**src/rtl/servo_if.sv**
```systemverilog
// Servo loop control bus: sequencer <-> PWM / ADC / PID / current monitor.
// The sequencer connects as slave; the surrounding loop drives the master side.
interface servo_if #(
   parameter int unsigned DUTY_W = 18
);
   logic              enable;
   logic              period_end;
   logic              adc_done;
   logic              pid_valid;
   logic [DUTY_W-1:0] pid_duty;
   logic              current_high;
   logic              clear_lockout;
   logic              adc_start;
   logic              pid_en;
   logic              pid_clr;
   logic [DUTY_W-1:0] duty_cmd;
   logic              duty_load;
   logic              fault;
   logic              lockout;
   logic [2:0]        state;

   modport master (
      output enable, period_end, adc_done, pid_valid, pid_duty, current_high, clear_lockout,
      input  adc_start, pid_en, pid_clr, duty_cmd, duty_load, fault, lockout, state
   );

   modport slave (
      input  enable, period_end, adc_done, pid_valid, pid_duty, current_high, clear_lockout,
      output adc_start, pid_en, pid_clr, duty_cmd, duty_load, fault, lockout, state
   );
endinterface

```
**src/rtl/servo_sequencer.sv**
```systemverilog
// Per-PWM-period sequencer: sample -> PID step -> saturate -> load at next
// boundary, with over-current trip, cooldown, bounded retries and lockout.
module servo_sequencer #(
   parameter int unsigned DUTY_W          = 18,
   parameter int unsigned DUTY_MAX        = 2**18-1,
   parameter int unsigned ADC_TIMEOUT     = 255,
   parameter int unsigned PID_TIMEOUT     = 63,
   parameter int unsigned COOLDOWN_CYCLES = 1000,
   parameter int unsigned MAX_RETRIES     = 3,
   parameter int unsigned GOOD_PERIODS    = 16
) (
   input  logic     clk,
   input  logic     rst,
   servo_if.slave   bus
);
   localparam int unsigned TMR_MAX = (ADC_TIMEOUT > PID_TIMEOUT) ? ADC_TIMEOUT : PID_TIMEOUT;
   localparam int TMR_W  = $clog2(TMR_MAX + 1);
   localparam int COOL_W = $clog2(COOLDOWN_CYCLES + 1);
   localparam int RTY_W  = $clog2(MAX_RETRIES + 2);
   localparam int GOOD_W = $clog2(GOOD_PERIODS + 1);

   localparam logic [DUTY_W-1:0] DMAX      = DUTY_W'(DUTY_MAX);
   localparam logic [TMR_W-1:0]  ADC_LAST  = TMR_W'(ADC_TIMEOUT - 1);
   localparam logic [TMR_W-1:0]  PID_LAST  = TMR_W'(PID_TIMEOUT - 1);
   localparam logic [COOL_W-1:0] COOL_INIT = COOL_W'(COOLDOWN_CYCLES);
   localparam logic [RTY_W-1:0]  RTY_SAT   = RTY_W'(MAX_RETRIES + 1);
   localparam logic [RTY_W-1:0]  RTY_LIM   = RTY_W'(MAX_RETRIES);
   localparam logic [GOOD_W-1:0] GOOD_LAST = GOOD_W'(GOOD_PERIODS - 1);

   typedef enum logic [2:0] {
      S_IDLE    = 3'd0,
      S_SAMPLE  = 3'd1,
      S_COMPUTE = 3'd2,
      S_WAIT    = 3'd3,
      S_FAULT   = 3'd4,
      S_LOCKOUT = 3'd5
   } state_t;

   state_t              state_q, state_d;
   logic [DUTY_W-1:0]   duty_q, duty_d, held_q, held_d;
   logic [TMR_W-1:0]    timer_q, timer_d;
   logic [COOL_W-1:0]   cool_q, cool_d;
   logic [RTY_W-1:0]    retry_q, retry_d, retry_inc;
   logic [GOOD_W-1:0]   good_q, good_d;
   logic                adc_start_q, adc_start_d, pid_en_q, pid_en_d;
   logic                pid_clr_q, pid_clr_d, duty_load_q, duty_load_d;
   logic                fault_q, lockout_q;
   logic                trip, stop;

   // Next-state and next-output decode; trip/stop are applied last because
   // over-current and enable loss override whatever the state proposed.
   always_comb begin
      state_d     = state_q;
      duty_d      = duty_q;
      held_d      = held_q;
      timer_d     = '0;
      cool_d      = cool_q;
      retry_d     = retry_q;
      good_d      = good_q;
      adc_start_d = 1'b0;
      pid_en_d    = 1'b0;
      pid_clr_d   = 1'b0;
      duty_load_d = 1'b0;
      trip        = 1'b0;
      stop        = 1'b0;
      retry_inc   = (retry_q == RTY_SAT) ? retry_q : retry_q + 1'b1;

      case (state_q)
         S_IDLE: begin
            duty_d = '0;
            if (bus.current_high) trip = 1'b1;
            else if (bus.enable && bus.period_end) begin
               state_d     = S_SAMPLE;
               adc_start_d = 1'b1;
            end
         end
         S_SAMPLE: begin
            timer_d = timer_q + 1'b1;
            if (bus.current_high) trip = 1'b1;
            else if (!bus.enable) stop = 1'b1;
            else if (bus.adc_done) begin
               state_d  = S_COMPUTE;
               pid_en_d = 1'b1;
               timer_d  = '0;
            end
            else if (timer_q == ADC_LAST) trip = 1'b1;
         end
         S_COMPUTE: begin
            timer_d = timer_q + 1'b1;
            if (bus.current_high) trip = 1'b1;
            else if (!bus.enable) stop = 1'b1;
            else if (bus.pid_valid) begin
               held_d  = (bus.pid_duty > DMAX) ? DMAX : bus.pid_duty;
               state_d = S_WAIT;
               timer_d = '0;
            end
            else if (timer_q == PID_LAST) trip = 1'b1;
         end
         S_WAIT: begin
            if (bus.current_high) trip = 1'b1;
            else if (!bus.enable) stop = 1'b1;
            else if (bus.period_end) begin
               // Load this period's duty and start the next sample together.
               duty_d      = held_q;
               duty_load_d = 1'b1;
               adc_start_d = 1'b1;
               state_d     = S_SAMPLE;
               if (good_q >= GOOD_LAST) begin
                  good_d  = '0;
                  retry_d = '0;
               end else begin
                  good_d = good_q + 1'b1;
               end
            end
         end
         S_FAULT: begin
            duty_d = '0;
            if (bus.current_high) cool_d = COOL_INIT;
            else if (cool_q <= COOL_W'(1)) begin
               cool_d  = '0;
               state_d = S_IDLE;
            end
            else cool_d = cool_q - 1'b1;
         end
         S_LOCKOUT: begin
            duty_d = '0;
            if (bus.clear_lockout) begin
               state_d = S_IDLE;
               retry_d = '0;
            end
         end
         default: begin
            state_d = S_IDLE;
            duty_d  = '0;
         end
      endcase

      if (trip) begin
         retry_d     = retry_inc;
         state_d     = (retry_inc > RTY_LIM) ? S_LOCKOUT : S_FAULT;
         cool_d      = COOL_INIT;
         duty_d      = '0;
         duty_load_d = 1'b1;
         pid_clr_d   = 1'b1;
         good_d      = '0;
         timer_d     = '0;
      end else if (stop) begin
         state_d     = S_IDLE;
         duty_d      = '0;
         duty_load_d = 1'b1;
         pid_clr_d   = 1'b1;
         good_d      = '0;
         timer_d     = '0;
      end
   end

   // State and output registers; reset emits no pulses.
   always_ff @(posedge clk) begin
      if (rst) begin
         state_q     <= S_IDLE;
         duty_q      <= '0;
         held_q      <= '0;
         timer_q     <= '0;
         cool_q      <= '0;
         retry_q     <= '0;
         good_q      <= '0;
         adc_start_q <= 1'b0;
         pid_en_q    <= 1'b0;
         pid_clr_q   <= 1'b0;
         duty_load_q <= 1'b0;
         fault_q     <= 1'b0;
         lockout_q   <= 1'b0;
      end else begin
         state_q     <= state_d;
         duty_q      <= duty_d;
         held_q      <= held_d;
         timer_q     <= timer_d;
         cool_q      <= cool_d;
         retry_q     <= retry_d;
         good_q      <= good_d;
         adc_start_q <= adc_start_d;
         pid_en_q    <= pid_en_d;
         pid_clr_q   <= pid_clr_d;
         duty_load_q <= duty_load_d;
         fault_q     <= (state_d == S_FAULT) || (state_d == S_LOCKOUT);
         lockout_q   <= (state_d == S_LOCKOUT);
      end
   end

   assign bus.state     = state_q;
   assign bus.duty_cmd  = duty_q;
   assign bus.adc_start = adc_start_q;
   assign bus.pid_en    = pid_en_q;
   assign bus.pid_clr   = pid_clr_q;
   assign bus.duty_load = duty_load_q;
   assign bus.fault     = fault_q;
   assign bus.lockout   = lockout_q;
endmodule

```
**src/flat_wrapper.sv**
```systemverilog
// flat-port wrapper written by rule: the top's interface ports become plain ports
module servo_sequencer_flat 
#(
   parameter int unsigned DUTY_W          = 18,
   parameter int unsigned DUTY_MAX        = 2**18-1,
   parameter int unsigned ADC_TIMEOUT     = 255,
   parameter int unsigned PID_TIMEOUT     = 63,
   parameter int unsigned COOLDOWN_CYCLES = 1000,
   parameter int unsigned MAX_RETRIES     = 3,
   parameter int unsigned GOOD_PERIODS    = 16
)
  (clk, rst, bus_enable, bus_period_end, bus_adc_done, bus_pid_valid, bus_pid_duty, bus_current_high, bus_clear_lockout, bus_adc_start, bus_pid_en, bus_pid_clr, bus_duty_cmd, bus_duty_load, bus_fault, bus_lockout, bus_state);
  servo_if #(.DUTY_W(DUTY_W)) bus_i ();
  input  logic clk;
  input  logic rst;
  input wire logic [$bits(bus_i.enable)-1:0] bus_enable;
  input wire logic [$bits(bus_i.period_end)-1:0] bus_period_end;
  input wire logic [$bits(bus_i.adc_done)-1:0] bus_adc_done;
  input wire logic [$bits(bus_i.pid_valid)-1:0] bus_pid_valid;
  input wire logic [$bits(bus_i.pid_duty)-1:0] bus_pid_duty;
  input wire logic [$bits(bus_i.current_high)-1:0] bus_current_high;
  input wire logic [$bits(bus_i.clear_lockout)-1:0] bus_clear_lockout;
  output wire logic [$bits(bus_i.adc_start)-1:0] bus_adc_start;
  output wire logic [$bits(bus_i.pid_en)-1:0] bus_pid_en;
  output wire logic [$bits(bus_i.pid_clr)-1:0] bus_pid_clr;
  output wire logic [$bits(bus_i.duty_cmd)-1:0] bus_duty_cmd;
  output wire logic [$bits(bus_i.duty_load)-1:0] bus_duty_load;
  output wire logic [$bits(bus_i.fault)-1:0] bus_fault;
  output wire logic [$bits(bus_i.lockout)-1:0] bus_lockout;
  output wire logic [$bits(bus_i.state)-1:0] bus_state;
  assign bus_i.enable = bus_enable;
  assign bus_i.period_end = bus_period_end;
  assign bus_i.adc_done = bus_adc_done;
  assign bus_i.pid_valid = bus_pid_valid;
  assign bus_i.pid_duty = bus_pid_duty;
  assign bus_i.current_high = bus_current_high;
  assign bus_i.clear_lockout = bus_clear_lockout;
  assign bus_adc_start = bus_i.adc_start;
  assign bus_pid_en = bus_i.pid_en;
  assign bus_pid_clr = bus_i.pid_clr;
  assign bus_duty_cmd = bus_i.duty_cmd;
  assign bus_duty_load = bus_i.duty_load;
  assign bus_fault = bus_i.fault;
  assign bus_lockout = bus_i.lockout;
  assign bus_state = bus_i.state;
  servo_sequencer #(.DUTY_W(DUTY_W), .DUTY_MAX(DUTY_MAX), .ADC_TIMEOUT(ADC_TIMEOUT), .PID_TIMEOUT(PID_TIMEOUT), .COOLDOWN_CYCLES(COOLDOWN_CYCLES), .MAX_RETRIES(MAX_RETRIES), .GOOD_PERIODS(GOOD_PERIODS)) u_core (.clk(clk), .rst(rst), .bus(bus_i));
endmodule
```
**config.mk**
```make
export PLATFORM = sky130hd
export DESIGN_NAME = servo_sequencer_flat
export DESIGN_NICKNAME = d
export VERILOG_FILES = /design/src/rtl/servo_if.sv /design/src/rtl/servo_sequencer.sv /design/src/flat_wrapper.sv
export SDC_FILE = /design/constraint.sdc
export NUM_CORES = 1
export LEC_CHECK = 0
export ABC_AREA = 0
export CAP_MARGIN = 20
export CORE_MARGIN = 2
export CORE_UTILIZATION = 40
export DETAILED_ROUTE_END_ITERATION = 16
export GPL_TIMING_DRIVEN = 0
export PLACE_DENSITY = 0.7
export SLEW_MARGIN = 25
export SYNTH_ARGS = -nofsm -noshare
export SYNTH_HDL_FRONTEND = slang
export SYNTH_SLANG_ARGS = --single-unit
```
**constraint.sdc**
```tcl
create_clock -name clk -period 1.9 [get_ports clk]
set_input_delay 0.57 -clock clk [delete_from_list [all_inputs] [get_ports clk]]
set_output_delay 0.57 -clock clk [all_outputs]
set_load 0.005 [all_outputs]
```
==> qor.csv, run 1 <==
metric,value,unit
Syn Inst Count,362,
cts hold-fix bufs,0,
via density per instance,5.31,
worst path bufs/invs,1,
status,completed,
Mapped Area,3160,um2
crit end category,output pin,
detailed-placement wirelength estimate,5190,um
Syn Area/Cell,8.73,um2
count of final hold-check violations,0,
ys async rst share,0,%
crit path to,bus_state[2],
Synth cell types,59,
Worst EP required,1.33,ns
Ys Warns,0,
CP startpoint,u_core.bus.state[2],
first-pass GRT wire length,12600,um
"CP delay by family, top",buffers and inverters,
drt first pass iters,4,
Final setup viols,0,
Overall Global Routing Usage,18.1,%
DR iter-0 viols,233,
CTS tree,yes,
register area,1430,um2
CTS Sinks,71,
CTS root buffer,clkbuf_8,
Tcrit/Tclk final,97.3,%
Residual DRC,0,
Least-Margin Pin Slew,0.554,ns
largest net degree at the start of global routing,15,
static leakage,0.00154,uW
number of fill cells,694,
DRT antenna net count,0,
Wirelength per Cell,14.3,um
pre-CTS setup slack,-0.914,ns
switch share,25.2,%
diodes inserted,0,
Critical Path Stages,1,
clk buf depth,2,
syn nets,396,
crit path launch type,flop,
Layout area overhead,35.6,%
die footprint,8630,um2
DP Cell Count,515,
vias in the first global route,2681,
PortBufs,51,
total of max-cap violations,0,
Final Util,55.7,%
final worst slack,0.0509,ns
synthesis-stage register bit count,71,
Final Wtd Congestion,0.859,
die width,92.9,um
maximum VDD drop,345,uV
Pwr Density,816,nW/um2
Critical Path AT,1.28,ns
worst-path maximum fanout,9,
vias,2866,
Worst-path clk slew,0.08,ns
"most common cell after layout, fill and taps aside",dfxtp_1,
critical-path cell list,clkdlybuf4s50_1,
Post-synth EDFFs,0,
Worst R2R End,u_core.cool_q[7],
Max Clk Rate,541,MHz
initial antenna violation count,0,
Post-Layout Cell Count,540,
"Clk Latency, worst-skew pair",0.35,ns
# H-tree levels,3,
Net Sw Power,883,uW
die height,92.9,um
worst reg2reg startpoint,u_core.cool_q[6],
Clock power frac,43.7,%
Crit Path Class,reg -> out,
design area,4290,um2
reg2reg setup slack,0.06,ns
layout cells sized above 1,16.0,%
final worst path period need,1.85,ns
I/O pins,53,
Post-Route WL,7730,um
fin nets,467,
"Largest stage delay, worst path",0.51,ns
starting density of the core,41.1,%
Most used DFF post-synth,dfxtp_1,
"Slew Viols, Final",0,
CTS Buf Count,9,
"Cell Area, Placed",3800,um2
multi-input logic area,1710,um2
Hold Path Class,reg -> reg,
Seq pwr share,44.6,%
internal power,2610,uW
CP max-delay cell,clkdlybuf4s50_1,
gr ovfl total,0,
Rows,32,
WHS Path Cells,2,
worst rel slew slack,63.0,%
depth of the most critical reg-to-reg path,5,
Fin Setup TNS,0,ns
post-synthesis sequential area ratio,45.0,%
Worst Skew,0.0109,ns
"commonest non-fill, non-tap cells in the layout","67 x dfxtp_1, 49 x nand2_1, 47 x clkdlybuf4s50_1",
Combinational Power Share,11.7,%
Core Region,7690,um2
-- registers in the layout, summed over array words and instances (netlist names) --
signal,count
u_core.bus.duty_cmd,18
u_core.bus.pid_en,1
u_core.retry_q,3
u_core.bus.lockout,1
u_core.cool_q,10
u_core.bus.fault,1
u_core.bus.adc_start,1
u_core.bus.duty_load,1
u_core.timer_q,8
u_core.bus.state,3
u_core.bus.pid_clr,1
u_core.held_q,18
u_core.good_q,5
-- power by group through the flow --
stage | logic, uW | registers [uW] | clock network, uW
after CTS | 383 | 1560 | 1540
after global placement | 339 | 1590 | 0
after global routing | 444 | 1560 | 1600
final | 410 | 1560 | 1530
after detailed placement | 343 | 1590 | 0
after floorplan | 218 | 1580 | 0
-- through the flow --
step / hold WS, ns / power [uW]
floorplan: 0.437 / 1800
CTS: 0.460 / 3480
global route: 0.478 / 3610
finish: 0.461 / 3500
detailed placement: 0.449 / 1930
global placement: 0.442 / 1930
-- cell usage after synthesis (3+ instances only) --
| cell type | count | share of area [%] |
|---|---|---|
| a21oi_1 | 36 | 5.7 |
| xor2_1 | 6 | 1.7 |
| nand2_1 | 49 | 5.8 |
| nor3_1 | 13 | 2.1 |
| nor2_1 | 44 | 5.2 |
| ha_1 | 8 | 3.2 |
| a31oi_1 | 5 | 0.99 |
| a22oi_1 | 19 | 4.5 |
| nand4_1 | 3 | 0.59 |
| a21o_1 | 3 | 0.71 |
| and3_1 | 6 | 1.2 |
| buf_2 | 8 | 1.3 |
| o21ai_0 | 9 | 1.4 |
| dfxtp_1 | 71 | 45 |
| clkbuf_1 | 10 | 1.2 |
| nand3_1 | 7 | 1.1 |
| or3_1 | 3 | 0.59 |
| inv_1 | 9 | 1.1 |
| nor2b_1 | 3 | 0.59 |
| nand3b_1 | 4 | 0.95 |
-- tightest hold or removal path: stages (launching register included) --
cell and delay (ns):
dfxtp_1 0.32, nand2_1 0.05, a21oi_1 0.05
-- worst min path at each step --
stage,to,slack (ns),startpoint
finish,u_core.held_q[16],0.46,u_core.held_q[16]
global route,u_core.held_q[3],0.48,u_core.held_q[3]
CTS,u_core.held_q[16],0.46,u_core.held_q[16]
detailed placement,u_core.held_q[16],0.45,u_core.held_q[16]
global placement,u_core.held_q[3],0.44,u_core.held_q[3]
floorplan,u_core.held_q[0],0.44,u_core.held_q[0]
-- cell families (layout without fill, tap and decap cells) --
| kind of cell | after synthesis | after routing | share of synthesized area, % |
|---|---|---|---|
| xor+xnor | 8 | 8 | 2.22 |
| compound gates | 92 | 92 | 20.3 |
| fa+ha+maj | 8 | 8 | 3.17 |
| simple gates | 152 | 152 | 24.3 |
| flops | 71 | 71 | 45.0 |
| mux | 1 | 1 | 0.713 |
| buf+inv | 30 | 106 | 4.24 |
-- final cells by class --
class                   instances  area share, %
plain buffers                  19           3.09
well taps                     102           2.98
clock buffers                   9           2.89
multi-input cells             261           39.8
clock inverters                 7           2.98
inverters                       9          0.788
repair buffers                 62           14.1
flip-flops and latches         71           33.3
-- per-layer routing --
layer / wire length, um / vias to the layer above / global-route usage, %
met5: 0 / - / 0
met4: 191 / 0 / 8.58
met3: 397 / 17 / 2.85
met2: 3500 / 89 / 28.0
met1: 3640 / 1327 / 24.8
li1: - / 1433 / -
-- repair_timing --
item	in CTS	in global routing
pin swaps	7	2
setup endpoints to repair	68	13
cloned	1	0
setup buffers	10	0
resized for setup	31	13
Power figures use the tool's default switching activity.
==> inputs of run 2 (changes only) <==
- ABC_AREA: 0 -> 1
- PLACE_DENSITY: 0.7 -> 0.71
- REMOVE_ABC_BUFFERS: default -> 1
==> qor.csv, run 2 <==
metric,value,unit
status,completed,
Post-Route WL,7270,um
number of fill cells,726,
Worst Skew,0.0115,ns
fin nets,492,
"most common cell after layout, fill and taps aside",nor2_1,
top sig layer,met4,
hold_ws,0.471,ns
Rows,31,
worst-path maximum fanout,7,
Mapped Area,3080,um2
Overall Global Routing Usage,18.1,%
Worst-path clk slew,0.08,ns
worst reg2reg startpoint,u_core.bus.state[2],
detailed-placement wirelength estimate,4730,um
critical-path cell list,clkdlybuf4s50_1,
Synth cell types,34,
die height,91.7,um
RSZ-0062 raised after global routing,false,
crit path launch type,flop,
via density per instance,4.97,
maximum VDD drop,469,uV
Critical Path AT,1.28,ns
Worst EP required,1.33,ns
Residual DRC,0,
starting density of the core,41.8,%
Final Wtd Congestion,0.903,
Syn Inst Count,402,
"Largest stage delay, worst path",0.52,ns
"area leader, netlist",dfxtp_1,
Max Clk Rate,539,MHz
Ys Warns,0,
Worst R2R End,u_core.retry_q[2],
"top cells by area, synth","dfxtp_1 46%, nor2_1 10%, nand2_1 7.4%",
Post-synth EDFFs,0,
Core Region,7370,um2
Crit Path Class,reg -> out,
Layout area overhead,28.0,%
Hold Path Class,reg -> reg,
Pwr Density,823,nW/um2
top-area cell type share of the netlist area,46.2,%
ys async rst share,0,%
"commonest non-fill, non-tap cells in the layout","82 x nor2_1, 69 x dfxtp_1, 59 x nand2_1",
depth of the most critical reg-to-reg path,9,
worst rel slew slack,69.3,%
Hold Path End,u_core.timer_q[0],
Met2 Routed Length,3380,um
CTS root buffer,clkbuf_8,
Hold Startpoint,u_core.timer_q[0],
vias in the first global route,2763,
I/O pins,53,
CTS tree,yes,
synthesis-stage register bit count,71,
"Clk Latency, worst-skew pair",0.35,ns
layout cells sized above 1,11.4,%
Wirelength per Cell,12.9,um
top-count cell post-synth,nor2_1,
static leakage,0.00155,uW
cts hold-fix bufs,0,
met1 wire length,3390,um
Synth top cells by count,"82 x nor2_1, 71 x dfxtp_1, 61 x nand2_1",
CP max-delay cell,clkdlybuf4s50_1,
final worst path period need,1.85,ns
largest net degree at the start of global routing,23,
total of max-cap violations,0,
die width,91.7,um
Most used DFF post-synth,dfxtp_1,
# H-tree levels,3,
Final Util,53.4,%
"Cell Area, Placed",3650,um2
reg2reg setup slack,0.23,ns
CTS Buf Count,9,
"Slew Viols, Final",0,
vias,2795,
gr ovfl total,0,
design area,3940,um2
met3 wire length,417,um
DR iter-0 viols,142,
"CP delay by family, top",buffers and inverters,
Least-Margin Pin Slew,0.461,ns
drt first pass iters,4,
WHS Path Cells,1,
clk buf depth,2,
DRT antenna net count,0,
die footprint,8410,um2
Critical Path Stages,1,
first-pass GRT wire length,12300,um
count of final hold-check violations,0,
Final setup viols,0,
CTS Sinks,71,
worst path bufs/invs,1,
Syn Area/Cell,7.66,um2
initial antenna violation count,0,
PortBufs,52,
crit end category,output pin,
Tcrit/Tclk final,97.6,%
diodes inserted,0,
post-synthesis sequential area ratio,46.2,%
-- run 2: cell types whose count changed after synthesis, moves of 11 or more --
cell / previous run / this run
nor2_1: 44 / 82
a21oi_1: 36 / 21
nand2_1: 49 / 61
inv_1: 9 / 32
o21ai_0: 9 / 24
nor2_2: 0 / 13
nand3_1: 7 / 18
-- run 2: layout make-up --
type	instances	area, um2	share of cell area [%]
clock buffer	9	124	3.14
clock inverter	7	77.6	1.97
inverter	38	161	4.10
multi-input combinational	283	1490	37.8
sequential	71	1420	36.2
tap	99	124	3.14
timing repair buffer	54	532	13.5
timing repair inverter	1	7.51	0.191
-- run 2: repair_timing --
action                                  CTS  global route
pin swaps                                 1             0
cloned                                    2             0
buffers inserted                          2             0
resized for setup                        16             8
endpoints found under the setup margin   58            43
-- run 2: how the worst max path moves through the flow --
| stage | startpoint | endpoint | slack (ns) |
|---|---|---|---|
| after floorplan | bus_current_high | u_core.good_q[1] | 0.05 |
| after global placement | bus_current_high | u_core.held_q[8] | -1.28 |
| after detailed placement | bus_current_high | u_core.held_q[11] | -1.31 |
| after CTS | rst | u_core.bus.state[1] | 0.02 |
| after global routing | u_core.bus.state[1] | bus_state[1] | 0.02 |
| final | u_core.bus.state[1] | bus_state[1] | 0.05 |
-- run 2: cell families (layout without fill, tap and decap cells) --
family	Yosys count	count (layout)	share of synthesized area, %
flops	71	71	46.2
fa+ha+maj	8	8	3.25
xor+xnor	8	8	2.28
simple gates	193	194	27.6
compound gates	73	73	13.8
buf+inv	49	109	6.87
-- run 2: metal layers --
metal / GRT usage [%] / up-vias
met5: 0 / -
met4: 5.22 / 0
met3: 6.08 / 11
met2: 30.5 / 59
met1: 21.9 / 1295
li1: - / 1430
-- run 2: through the flow --
step | total power (uW) | TNS [ns] | instances | setup slack (ns)
after floorplan | 1860 | 0 | 391 | 0.0491
after global placement | 2000 | -56.80 | 542 | -1.28
after detailed placement | 2010 | -58.54 | 542 | -1.31
after CTS | 3260 | 0 | 562 | 0.0198
after global routing | 3390 | 0 | 562 | 0.0151
final | 3240 | 0 | 562 | 0.0461
-- run 2: report_power, final --
group / switching, uW / total [uW] / internal [uW]
combinational: 257 / 426 / 169
clock: 632 / 1250 / 623
sequential: 36.2 / 1560 / 1530
